**src/rtl/alu_operand_stage.sv**
```systemverilog
// rtl/alu_operand_stage.sv - registered ALU operand-select stage with valid/ready flow control
// Optional one-entry skid buffer enabled by defining ALU_OPSTAGE_SKID_EN.
module alu_operand_stage #(
    parameter int DATA_W  = 32,
    parameter int NUM_SRC = 4,
    parameter int TAG_W   = 3,
    localparam int SEL_W  = (NUM_SRC > 1) ? $clog2(NUM_SRC) : 1
) (
    input  logic                      clk,
    input  logic                      reset,
    input  logic                      in_valid,
    output logic                      in_ready,
    input  logic [NUM_SRC*DATA_W-1:0] srcA_bus,
    input  logic [NUM_SRC*DATA_W-1:0] srcB_bus,
    input  logic [SEL_W-1:0]          selA,
    input  logic [SEL_W-1:0]          selB,
    input  logic [TAG_W-1:0]          tag_in,
    input  logic                      flush,
    output logic                      out_valid,
    input  logic                      out_ready,
    output logic [DATA_W-1:0]         aluValA,
    output logic [DATA_W-1:0]         aluValB,
    output logic [TAG_W-1:0]          tag_out,
    output logic                      sel_err
);

    localparam int ENT_W = TAG_W + 2 * DATA_W;

    logic [DATA_W-1:0] op_a;
    logic [DATA_W-1:0] op_b;
    logic              hit_a;
    logic              hit_b;
    logic [ENT_W-1:0]  in_ent;
    logic              accept;
    logic              load_out;

    logic              out_valid_q, out_valid_d;
    logic [ENT_W-1:0]  out_ent_q, out_ent_d;
    logic              sel_err_q, sel_err_d;

    // An out-of-range select matches no source, so the operand stays zero.
    always_comb begin
        op_a  = '0;
        op_b  = '0;
        hit_a = 1'b0;
        hit_b = 1'b0;
        for (int i = 0; i < NUM_SRC; i++) begin
            if (selA == SEL_W'(i)) begin
                op_a  = srcA_bus[i*DATA_W +: DATA_W];
                hit_a = 1'b1;
            end
            if (selB == SEL_W'(i)) begin
                op_b  = srcB_bus[i*DATA_W +: DATA_W];
                hit_b = 1'b1;
            end
        end
    end

    assign in_ent    = {tag_in, op_b, op_a};
    assign accept    = in_valid & in_ready;
    assign load_out  = !out_valid_q | out_ready;
    assign sel_err_d = sel_err_q | (accept & ~(hit_a & hit_b));

`ifdef ALU_OPSTAGE_SKID_EN
    logic             skid_valid_q, skid_valid_d;
    logic [ENT_W-1:0] skid_ent_q, skid_ent_d;

    assign in_ready = !skid_valid_q;

    // A parked entry always drains to the output before new input is taken.
    always_comb begin
        out_valid_d  = out_valid_q;
        out_ent_d    = out_ent_q;
        skid_valid_d = skid_valid_q;
        skid_ent_d   = skid_ent_q;
        if (flush) begin
            out_valid_d  = 1'b0;
            skid_valid_d = 1'b0;
        end else if (load_out) begin
            if (skid_valid_q) begin
                out_valid_d  = 1'b1;
                out_ent_d    = skid_ent_q;
                skid_valid_d = 1'b0;
            end else begin
                out_valid_d = accept;
                if (accept) begin
                    out_ent_d = in_ent;
                end
            end
        end else if (accept) begin
            skid_valid_d = 1'b1;
            skid_ent_d   = in_ent;
        end
    end

    always_ff @(posedge clk or posedge reset) begin
        if (reset) begin
            skid_valid_q <= 1'b0;
            skid_ent_q   <= '0;
        end else begin
            skid_valid_q <= skid_valid_d;
            skid_ent_q   <= skid_ent_d;
        end
    end
`else
    assign in_ready = load_out;

    always_comb begin
        out_valid_d = out_valid_q;
        out_ent_d   = out_ent_q;
        if (flush) begin
            out_valid_d = 1'b0;
        end else if (load_out) begin
            out_valid_d = accept;
            if (accept) begin
                out_ent_d = in_ent;
            end
        end
    end
`endif

    always_ff @(posedge clk or posedge reset) begin
        if (reset) begin
            out_valid_q <= 1'b0;
            out_ent_q   <= '0;
            sel_err_q   <= 1'b0;
        end else begin
            out_valid_q <= out_valid_d;
            out_ent_q   <= out_ent_d;
            sel_err_q   <= sel_err_d;
        end
    end

    assign out_valid = out_valid_q;
    assign aluValA   = out_ent_q[DATA_W-1:0];
    assign aluValB   = out_ent_q[2*DATA_W-1:DATA_W];
    assign tag_out   = out_ent_q[ENT_W-1:2*DATA_W];
    assign sel_err   = sel_err_q;

endmodule

```
**config.mk**
```make
export PLATFORM = sky130hd
export DESIGN_NAME = alu_operand_stage
export DESIGN_NICKNAME = d
export VERILOG_FILES = /design/src/rtl/alu_operand_stage.sv
export SDC_FILE = /design/constraint.sdc
export NUM_CORES = 1
export LEC_CHECK = 0
export BUFFER_PORTS_ARGS = -buffer_cell sky130_fd_sc_hd__buf_2
export CORE_AREA = 5 5 127 129
export DETAILED_ROUTE_END_ITERATION = 6
export DIE_AREA = 0 0 132 134
export GPL_TIMING_DRIVEN = 0
export SKIP_LAST_GASP = 1
export SLEW_MARGIN = 0
export SYNTH_ARGS = -nofsm -noshare
export SYNTH_HDL_FRONTEND = slang
export SYNTH_SLANG_ARGS = --single-unit
```
**constraint.sdc**
```tcl
create_clock -name clk -period 2.5 [get_ports clk]
set_input_delay 0.25 -clock clk [delete_from_list [all_inputs] [get_ports clk]]
set_output_delay 0.25 -clock clk [all_outputs]
set_load 0.01 [all_outputs]
```
# Word-level counts from Yosys, hierarchy flattened
# Cells that the tools add are included.
# Widths: inputs -> output; s select.
# totals
input_bits	268
word_cells	39
ff_bits	69
# classes
n_bitwise	7
eq_ne	6
reduce_logical	5
muxes	18
# op_table
operator	n
$mux 32	8
$mux 1	10
$eq 2x2->1 const B	4
$eq 2x1->1 const B	2
$logic_not 2->1	2
$and 1x1->1	3
$reduce_and 3->1	1
$not 1->1	2
$or 1x1->1	2
$reduce_bool 2->1	1
$logic_not 1->1	1

# Depth between registers and ports, before layout
# Gate-level depths: netlist (run 1).
# logic_depth
word_depth	9
mapped_depth	5
ltp_nobuf	3

# Worst setup path after synthesis (run 1)
# OpenSTA, ideal clock, no wires.
# synth_path
path_type	flip-flop to flip-flop
start	register out_valid_q, in the netlist out_valid
end	register out_ent_q[64]
stages_incl_launch_ff	6
arrival_time_ps	1467
setup_ps	125
path_buffers	2
path_slack_ps	908
cell_sequence	dfrtp_1 nor2b_4 nor3b_4 buf_4 buf_6 mux2_2
# synth_via
elab_chain_len	4
# synth_lines
item	line_no	text
from (decl)	37	logic out_valid_q, out_valid_d;
from (signal assigned)	128	out_valid_q <= out_valid_d;
$logic_not 1->1 *	61	assign load_out = !out_valid_q | out_ready;
$or 1x1->1 *	61	
$and 1x1->1	60	assign accept = in_valid & in_ready;
$reduce_and 3->1 (no source line) *	n/a	
to (signal assigned)	129	out_ent_q <= out_ent_d;
to (decl)	38	logic [ENT_W-1:0] out_ent_q, out_ent_d;
# Every way passes the cells marked *; elsewhere a longest branch is shown, timed or not.
# A chain may end at the register's enable or synchronous reset.

# Final worst setup path (run 1)
# layout_path
start	register out_valid_q, in the netlist out_valid
end	register out_ent_q[65]
# Same word-level chain as after synthesis.

==> results of run 1 <==
-- stage by stage --
stage | power [mW] | instances | setup WS, ps | setup TNS, ps | utilization (%)
2_1_floorplan | 2.25 | 228 | 510 | 0 | -
3_3_place_gp | 2.81 | 751 | -471 | -31950 | 42.6
3_5_place_dp | 2.84 | 751 | 701 | 0 | 42.6
4_1_cts | 4.41 | 767 | 689 | 0 | 45.0
5_1_grt | 4.56 | 769 | 612 | 0 | 45.0
6_report | 4.34 | 770 | 740 | 0 | 45.1
-- final cells by class --
class	count	area [sq um]	area share, %
Antenna cell	3	7.51	0.112
Buffer	22	230	3.42
Clock buffer	13	270	4.02
Clock inverter	3	90.1	1.34
Inverter	2	10.0	0.149
Multi-Input combinational cell	135	2480	36.8
Sequential cell	69	1730	25.7
Tap cell	188	235	3.50
Timing Repair Buffer	335	1680	24.9
-- cell usage in the layout (no fill, tap or decap) --
cell,instances
inv_1,1
bufinv_16,3
buf_12,6
buf_6,5
mux4_2,60
dfrtp_1,69
nor2_1,2
inv_4,1
mux4_1,4
diode_2,3
buf_4,3
buf_2,336
buf_1,4
mux2_2,7
nor3b_4,1
clkbuf_1,4
mux2_4,60
clkbuf_8,3
clkbuf_16,9
nor2b_4,1
-- metal layers --
metal	up-vias	share of wire [%]	global-route usage (%)	wire length, um
met3	20	10	7.39	1570
met2	198	52	29.5	7970
met1	1782	36	18.4	5420
li1	1628	-	-	-
met5	-	0.085	0	13
met4	2	1.8	5.71	272
-- final timing paths --
check,from,to,slack (ps),cells past startpoint
max,out_valid,out_ent_q[65],740,5
min,reset,out_ent_q[59],100,2
max reg2reg,out_valid,out_ent_q[65],740,5
min reg2reg,sel_err,sel_err,460,1
max in group asynchronous,reset,out_ent_q[25],1840,2
min in group clk,flush,out_valid,120,2
-- power breakdown --
group          internal, mW  switching [mW]  total, mW
Combinational         0.807           0.511       1.32
Sequential             1.36           0.130       1.49
Clock                  1.06           0.479       1.54
-- synthesized netlist by cell type (all sizes together) --
cell    instances
nor2            2
nor2b           1
mux4           64
dfrtp          69
buf            19
nor3b           1
inv             2
clkbuf          3
mux2           67
-- sequential cells by signal (all words and copies together) (netlist names) --
signal,count
sel_err,1
out_ent_q,67
out_valid,1
-- cells by family after synthesis --
group / Yosys count / share of synthesized area, %
buf+inv: 24 / 5.35
flops: 69 / 38.9
mux: 131 / 54.9
simple gates: 4 / 0.902
==> key figures, run 1 <==
STA
  • Final Max Tran Viols: 0
  • Hold WS: 102 ps
  • Fin crit share: 70.4%
  • Crit path time final: 1760 ps
  • Final Hold Fails: 0
  • Slew @ Worst Pin: 865 ps
  • Slew headroom: 42.4%
  • Worst clock skew: 7.12 ps
  • RSZ-0062 raised after global routing: no
  • Final setup viols: 0
  • FMAX: 568 MHz

Route
  • Pre-antenna DRT Iters: 4
  • DRC viols: 0
  • Wire per inst: 19.8 um
  • Total number of vias: 3,630
  • Post-Route WL: 15,200 um
  • DR iter-0 viols: 66
  • Post-DRT Antenna Nets: 0
  • Vias per inst: 4.71

Synthesis
  • Cells after synthesis: 228
  • YS warnings: 0
  • Syn Std Cell Area: 4440 sq um
  • Synth Register Bits: 69
  • Synth area leaders: dfrtp_1 39%, mux4_2 30%, mux2_4 20%, buf_12 2.7%, mux4_1 2.4%
  • Syn Nets: 496
  • Top cell type's share of synthesized area: 38.9%
  • Top cell type by total area after synthesis: dfrtp_1
  • Synth cell types: 15
  • Syn_area_per_cell: 19.5 sq um
  • Sequential fraction of the synthesis area: 38.9%

Clock tree
  • Reg clk slew, reported paths: 60 ps
  • H-tree depth: 3
  • Clock sink count: 69
  • Root Buffer: clkbuf_16
  • CTS resizes: 0
  • Max clock buf depth: 2
  • TritonCTS Buffers: 9
  • Post-CTS Setup Inserts: 0
  • CTS tree: done
  • # hold bufs at CTS: 0
  • Clk_lat worst skew: 340 ps

Setup path
  • Bufs and invs on worst path: 2
  • CP cell instances: nor2b_4, nor3b_4, buf_4, buf_6, mux2_2
  • Critical Path AT: 1980 ps
  • Crit path kind: flop to flop
  • Startpoint Class: flop
  • CP required: 2720 ps
  • CP max stage cell: dfrtp_1
  • Critical Path Fanout Max: 10
  • CP endpoint kind: flop
  • Critical path's largest stage delay: 400 ps
  • Top cell family by delay on the critical path: buffers and inverters

Floorplanning
  • Core ar.: 14,900 sq um
  • Boundary Pins: 338
  • Initial Util: 29.8%
  • Die X: 132 um
  • Die area: 17,700 sq um
  • Num rows: 45
  • Vert. Die Dim: 134 um

Global route
  • Largest net degree at the start of global routing: 70
  • Vias in the first global route: 4,225
  • Initial antenna violation count: 3
  • Total grt overflow: 0
  • Gr usage total: 16.9%
  • First-pass GRT wire length: 23,300 um

Layout
  • P&R area growth vs syn: 51.4%
  • Fillers: 1,368
  • Final #Nets: 842
  • Final Cell Area: 6720 sq um
  • Layout cell share with drive strength beyond 1: 85.5%

Run
  • MaxCap Viol Count: 0

Power and ir drop
  • Max VDD drop: 0.000269 V
  • Pleak: 3.34 nW
  • Power per cell area: 646 nW/um^2

Place
  • Placed Area: 6350 sq um
  • IO buf count: 335
  • Final Wtd Congestion: 0.880
  • HPWL after DPL: 12,700 um

Min path
  • Hold Crit Class: input pin to asynchronous set/reset pin

Outcome
  • Outcome: finished, final reports clean
(Power assumes the default switching activity.)
==> run 2, diff against run 1 <==
ABC_AREA = 1   (was not set)
CORE_AREA = 5 5 128 130   (was 5 5 127 129)
DIE_AREA = 0 0 133 135   (was 0 0 132 134)
clock period = 1.8 ns   (was 2.5 ns; I/O delays follow)
==> run 2 against run 1 <==
  * Die area up 1.5%
  * Via count up 68%
  * Register-to-register slack worse by 410 ps
  * Synthesized cell count rose to 3.2 times the previous value
  * Clock skew down 3.6 ps
  * Sequential share of layout area down 0.18 points
  * Highest routed layer unchanged
  * Non-clock buffer count up 34
  * First-iteration DRC count rose to 6.4 times the previous value
  * Global-route usage up 6.9 points
  * Core utilization about the same
==> key figures, run 2 <==
Route
  • Vias per inst: 4.83 (+2.5%)
  • Post-Route WL: 22,200 um (+46%)
  • DR iter-0 viols: 424 (+540%)
  • Post-DRT Antenna Nets: 0 (unchanged)
  • Wire per inst: 17.6 um (-11%)
  • Total number of vias: 6,115 (+68%)
  • Pre-antenna DRT Iters: 6 (+2)
  • DRC viols: 0 (unchanged)

Synthesis
  • Cells after synthesis: 722 (+220%)
  • Synth area leaders: dfrtp_1 39%, nand2_1 22%, nand3_1 15%, nor2_1 11%, o21ai_0 6.9%
  • Syn Nets: 990 (+100%)
  • Synth Flop Type: dfrtp_1
  • List of most frequent post-synthesis cells: 266 x nand2_1, 131 x nand3_1, 129 x nor2_1
  • Ys async rst share: 100% (unchanged)
  • Syn Std Cell Area: 4480 sq um (+0.93%)
  • Top cell type by total area after synthesis: dfrtp_1
  • Syn_area_per_cell: 6.21 sq um (-68%)
  • Sequential fraction of the synthesis area: 38.5% (-0.36 points)
  • Top cell type's share of synthesized area: 38.5% (-0.36 points)
  • Synth Register Bits: 69 (unchanged)
  • Most frequent cell after synthesis: nand2_1
  • Synth cell types: 16 (+1)
  • YS warnings: 0 (unchanged)
  • Number of flops mapped to enable cells by yosys: 0 (unchanged)

STA
  • Final Hold Fails: 0 (unchanged)
  • Slew @ Worst Pin: 792 ps (-72.9 ps)
  • Final Max Tran Viols: 0 (unchanged)
  • FMAX: 634 MHz
  • Fin crit share: 87.6%
  • Crit path time final: 1580 ps
  • Final setup viols: 0 (unchanged)
  • RSZ-0062 raised after global routing: no
  • Slew headroom: 47.1% (+4.7 points)
  • Worst clock skew: 3.54 ps (-3.58 ps)
  • Setup TNS Final: 0 ps (unchanged)

Layout
  • Most frequent cells in the layout: 368 x buf_2, 265 x nand2_1, 131 x nand3_1
  • Largest reg by FF count: out_ent_q
  • Max FFs per register: 67 (unchanged)
  • Final Cell Area: 6770 sq um (+0.69%)
  • Most common cell after layout, fill and taps aside: buf_2
  • Final #Nets: 1,339 (+59%)
  • P&R area growth vs syn: 51.0%
  • Layout cell share with drive strength beyond 1: 36.5% (-49 points)
  • Fillers: 1,699 (+24%)

Place
  • Placed Area: 6420 sq um (+0.98%)
  • HPWL after DPL: 18,100 um (+42%)
  • Final Wtd Congestion: 0.890 (+1.2%)
  • IO buf count: 335 (unchanged)

Setup path
  • CP endpoint kind: flop
  • Crit path kind: input pin to flop
  • Critical Path AT: 1850 ps (-130 ps)
  • CP required: 2070 ps (-650 ps)
  • Startpoint Class: input pin
  • RR Startpoint: out_valid
  • R2r worst-path depth: 7 (+2)
  • Critical Path Fanout Max: 10 (unchanged)
  • Reg-to-Reg End: out_ent_q[5]
  • R2R setup slack: 330 ps (-410 ps)

Global route
  • First-pass GRT wire length: 33,500 um (+43%)
  • Vias in the first global route: 6,140 (+45%)
  • Gr usage total: 23.8% (+6.9 points)
  • Initial antenna violation count: 3 (unchanged)
  • Total grt overflow: 0 (unchanged)
  • Largest net degree at the start of global routing: 38 (-46%)
  • GR Util met3: 5.96% (-1.4 points)
  • GRT met1 Usage: 27.6% (+9.2 points)
  • Routing usage on met2: 43.5% (+14 points)
  • Top Usage Layer GRT: met2

Floorplanning
  • Die X: 133 um (+0.76%)
  • Core ar.: 15,000 sq um (+0.75%)
  • Die area: 18,000 sq um (+1.5%)
  • Num rows: 45 (unchanged)
  • Vert. Die Dim: 135 um (+0.75%)
  • Initial Util: 29.8% (+0.052 points)
  • Boundary Pins: 338 (unchanged)

Power and ir drop
  • Power per cell area: 806 nW/um^2 (+25%)
  • Max VDD drop: 0.000418 V (+55%)
  • Total power: 5.46 mW (+26%)
  • Pleak: 3.94 nW (+18%)

Min path
  • Hold Crit Class: input pin to flop
  • Worst Hold End: out_ent_q[65]
  • Hold Path Depth: 3
  • Worst hold start: tag_in[1]

Run
  • MaxCap Viol Count: 0 (unchanged)

Clock tree
  • Post-CTS Setup Inserts: 0 (unchanged)
  • H-tree depth: 3 (unchanged)
  • Clock sink count: 69 (unchanged)
  • Clk_lat worst skew: 330 ps (about the same)
  • Max clock buf depth: 2 (unchanged)
  • CTS tree: done
  • Reg clk slew, reported paths: 60 ps (about the same)
  • TritonCTS Buffers: 9 (unchanged)
  • Root Buffer: clkbuf_16

Outcome
  • Outcome: finished, final reports clean
-- run 2: timing repair --
action,CTS,global route
hold buffers,2,0
resized for setup,0,1
setup endpoints to repair,0,1
hold endpoints to repair,11,0
-- run 2: worst max-delay path, stage by stage --
cell,delay (ps)
dlygate4sd3_1,530
buf_2,130
nor2_2,180
nand2_2,140
buf_4,210
buf_2,200
nor2_1,150
nand2_1,80
nand2_1,50
-- run 2: per-stage QoR --
stage	util, %	setup slack, ps	instances	hold slack (ps)
2_1_floorplan	-	513	722	243
3_3_place_gp	42.6	188	1245	356
3_5_place_dp	42.7	202	1246	360
4_1_cts	45.0	92.2	1264	65.2
5_1_grt	45.0	63.4	1265	101
6_report	45.0	223	1265	82.1
-- run 2: layout make-up --
type	instances	area [sq um]	share of cell area (%)
inverter	7	30.0	0.444
clock inverter	4	70.1	1.04
tap	188	235	3.48
buffer	53	253	3.73
sequential	69	1730	25.5
clock buffer	12	256	3.79
multi-input combinational	593	2480	36.6
antenna	1	2.50	0.0370
timing repair buffer	338	1720	25.4
-- run 2: logic make-up after synthesis --
family                 count (synthesis)  share of synthesized area (%)
AND/OR/NAND/NOR                      528                           48.0
flip-flops                            69                           38.5
AO/OA/AOI/OAI                         65                           7.26
buffers and inverters                 60                           6.23
-- run 2: worst max-delay path by stage --
stage / from / endpoint / slack [ps] / depth (start not counted)
2_1_floorplan: out_valid / out_ent_q[11] / 510 / 7
3_3_place_gp: reset / out_ent_q[10] / 190 / 2
3_5_place_dp: out_valid / out_ent_q[13] / 200 / 7
4_1_cts: flush / out_ent_q[13] / 90 / 9
5_1_grt: flush / out_ent_q[13] / 60 / 9
6_report: flush / out_ent_q[13] / 220 / 9
-- run 2: power by group --
part           internal [mW]  leakage (nW)  switching [mW]  total (mW)
Sequential              1.81         0.863           0.135        1.94
Clock                   1.29         0.163           0.704        1.99
Combinational          0.642          2.91           0.884        1.53
-- run 2: routing by layer --
layer / part of all wire [%] / wire (um) / vias to the layer above
met5: 0.13 / 29 / -
met1: 38 / 8450 / 2750
li1: - / - / 3024
met4: 1.8 / 400 / 4
met3: 9.3 / 2060 / 30
met2: 51 / 11300 / 307
==> run 3, diff against run 2 <==
BUFFER_PORTS_ARGS = not set   (was -buffer_cell sky130_fd_sc_hd__buf_2)
CORE_AREA = 5 5 126 128   (was 5 5 128 130)
DIE_AREA = 0 0 131 133   (was 0 0 133 135)
DONT_BUFFER_PORTS = 1   (was not set)
==> run 3 against run 2 <==
  * Sequential power grew 10%
  * Non-clock buffer count shrank 331
  * First-iteration DRC count down 33%
  * Highest routed layer is now met4
  * Flip-flop and latch count unchanged
  * Critical path depth fell by 2
  * Fmax decreased by 4.0%
==> key figures, run 3 (same netlist as run 2, synthesis figures left out) <==
Clock tree
  • Root Buffer: clkbuf_16
  • CTS tree: done
  • Max clock buf depth: 2 (unchanged)
  • TritonCTS Buffers: 9 (unchanged)
  • H-tree depth: 3 (unchanged)
  • Clock sink count: 69 (unchanged)
  • Clk_lat worst skew: 330 ps (about the same)
  • Reg clk slew, reported paths: 60 ps (about the same)

Setup path
  • Startpoint Class: flop
  • Crit path launch: out_valid
  • CP endpoint kind: flop
  • R2r worst-path depth: 7 (unchanged)
  • R2R setup slack: 160 ps (-170 ps)
  • Critical Path Fanout Max: 10 (unchanged)
  • Worst setup path end: out_ent_q[14]
  • Critical Path AT: 1870 ps (+20 ps)
  • CP required: 2020 ps (-50 ps)
  • Reg-to-Reg End: out_ent_q[14]
  • Crit path kind: flop to flop
  • RR Startpoint: out_valid

Global route
  • Initial antenna violation count: 2 (-1)
  • Total grt overflow: 0 (unchanged)
  • Largest net degree at the start of global routing: 39 (+2.6%)
  • Vias in the first global route: 5,015 (-18%)
  • First-pass GRT wire length: 29,800 um (-11%)
  • Gr usage total: 22.7% (-1.1 points)

Layout
  • Max FFs per register: 67 (unchanged)
  • Area of the multi-input gates: 2480 sq um (+0.20%)
  • Largest reg by FF count: out_ent_q
  • Fin cells: 935 (-26%)
  • Most common cell after layout, fill and taps aside: nand2_1
  • P&R area growth vs syn: 14.3%
  • Fillers: 1,653 (-2.7%)
  • Final #Nets: 1,008 (-25%)
  • Register area: 1730 sq um (unchanged)
  • Layout cell share with drive strength beyond 1: 7.65% (-29 points)
  • Most frequent cells in the layout: 265 x nand2_1, 131 x nand3_1, 129 x nor2_1

Floorplanning
  • Core ar.: 14,800 sq um (-1.9%)
  • Boundary Pins: 338 (unchanged)
  • Die X: 131 um (-1.5%)
  • Vert. Die Dim: 133 um (-1.5%)
  • Num rows: 45 (unchanged)
  • Die area: 17,400 sq um (-3.0%)
  • Initial Util: 30.4% (+0.57 points)

Min path
  • Hold Crit Class: input pin to flop

STA
  • Fin crit share: 91.2% (+3.6 points)
  • Worst clock skew: 4.55 ps (+1.01 ps)
  • Crit path time final: 1640 ps (+65.5 ps)
  • Final setup viols: 0 (unchanged)
  • Final Max Tran Viols: 0 (unchanged)
  • Final Hold Fails: 0 (unchanged)
  • Slew headroom: 47.9% (+0.79 points)
  • RSZ-0062 raised after global routing: no
  • FMAX: 609 MHz (-4.0%)
  • Slew @ Worst Pin: 780 ps (-11.8 ps)

Run
  • MaxCap Viol Count: 0 (unchanged)

Route
  • Total number of vias: 4,987 (-18%)
  • DRC viols: 0 (unchanged)
  • Vias per inst: 5.33 (+10%)
  • DR iter-0 viols: 284 (-33%)
  • Post-DRT Antenna Nets: 0 (unchanged)
  • Post-Route WL: 20,700 um (-6.7%)
  • Wire per inst: 22.2 um (+26%)
  • Pre-antenna DRT Iters: 5 (-1)

Power and ir drop
  • Total power: 4.86 mW (-11%)
  • Power per cell area: 950 nW/um^2 (+18%)
  • Max VDD drop: 0.000391 V (-6.4%)
  • Pleak: 2.60 nW (-34%)

Place
  • HPWL after DPL: 16,700 um (-7.3%)
  • Final Wtd Congestion: 0.942 (+5.8%)
  • IO buf count: 0 (-100%)
  • Placed cells: 911 (-27%)

Outcome
  • Outcome: finished, final reports clean
run 3: cell count changes in the layout (fill, tap and decap cells not counted), sizes merged:
cell / delta
buf: -335
clkbuf: -1
clkinv: +1
diode: +1
dlygate4sd3: +4
run 3: how the worst min path moves through the flow:
stage                from             to  depth (start not counted)  slack (ps)
finish              flush  out_ent_q[64]                          3          40
floorplan           flush      out_valid                          1         240
global route        flush  out_ent_q[65]                          3          50
detailed placement  reset  out_ent_q[26]                          1         220
global placement    flush      out_valid                          1         240
CTS                 flush  out_ent_q[64]                          3          10
run 3: through the flow:
step           instance area [sq um]  TNS, ps  worst slack (ps)  hold WS (ps)  util (%)
2_1_floorplan                   4490        0               513           243         -
5_1_grt                         5120        0              25.3          53.0      34.7
6_report                        5120        0               158          43.4      34.7
3_3_place_gp                    4720    -83.0             -27.8           244      32.0
3_5_place_dp                    4740     -130             -34.2           216      32.1
4_1_cts                         5110        0              65.5          14.6      34.6
run 3: per-layer routing:
layer | GRT usage, % | share of wire, %
met1 | 25.2 | 36
met2 | 38.9 | 49
met4 | 10.1 | 3.3
met3 | 7.51 | 11
met5 | 0 | 0
run 3: worst max-delay path: stages, from the launching register on:
cell and delay (ps):
dfrtp_1 400, nand2_1 230, nand2_4 200, buf_4 210, buf_2 260, nor2_1 80
nand2_1 90, nand2_1 50
run 3: what timing repair did:
| item | CTS | global route |
|---|---|---|
| hold buffers | 6 | 0 |
| buffers inserted | 0 | 0 |
| endpoints found under the hold margin | 35 | 0 |
| gates resized for setup | 1 | 1 |
| endpoints found under the setup margin | 8 | 3 |
run 3: where the power goes:
part           internal, mW  switching (mW)  leakage, nW  total (mW)
combinational         0.280           0.536         1.58       0.817
clock                  1.21           0.695        0.153        1.90
sequential             1.81           0.337        0.863        2.14
total                  3.29            1.57         2.60        4.86
run 3: cell type report:
class | instances | area share (%)
well taps | 188 | 4.59
multi-input cells | 593 | 48.5
clock inverters | 5 | 1.47
inverters | 7 | 0.586
diodes | 2 | 0.0977
repair buffers | 7 | 1.56
clock buffers | 11 | 4.54
flip-flops and latches | 69 | 33.7
plain buffers | 53 | 4.94
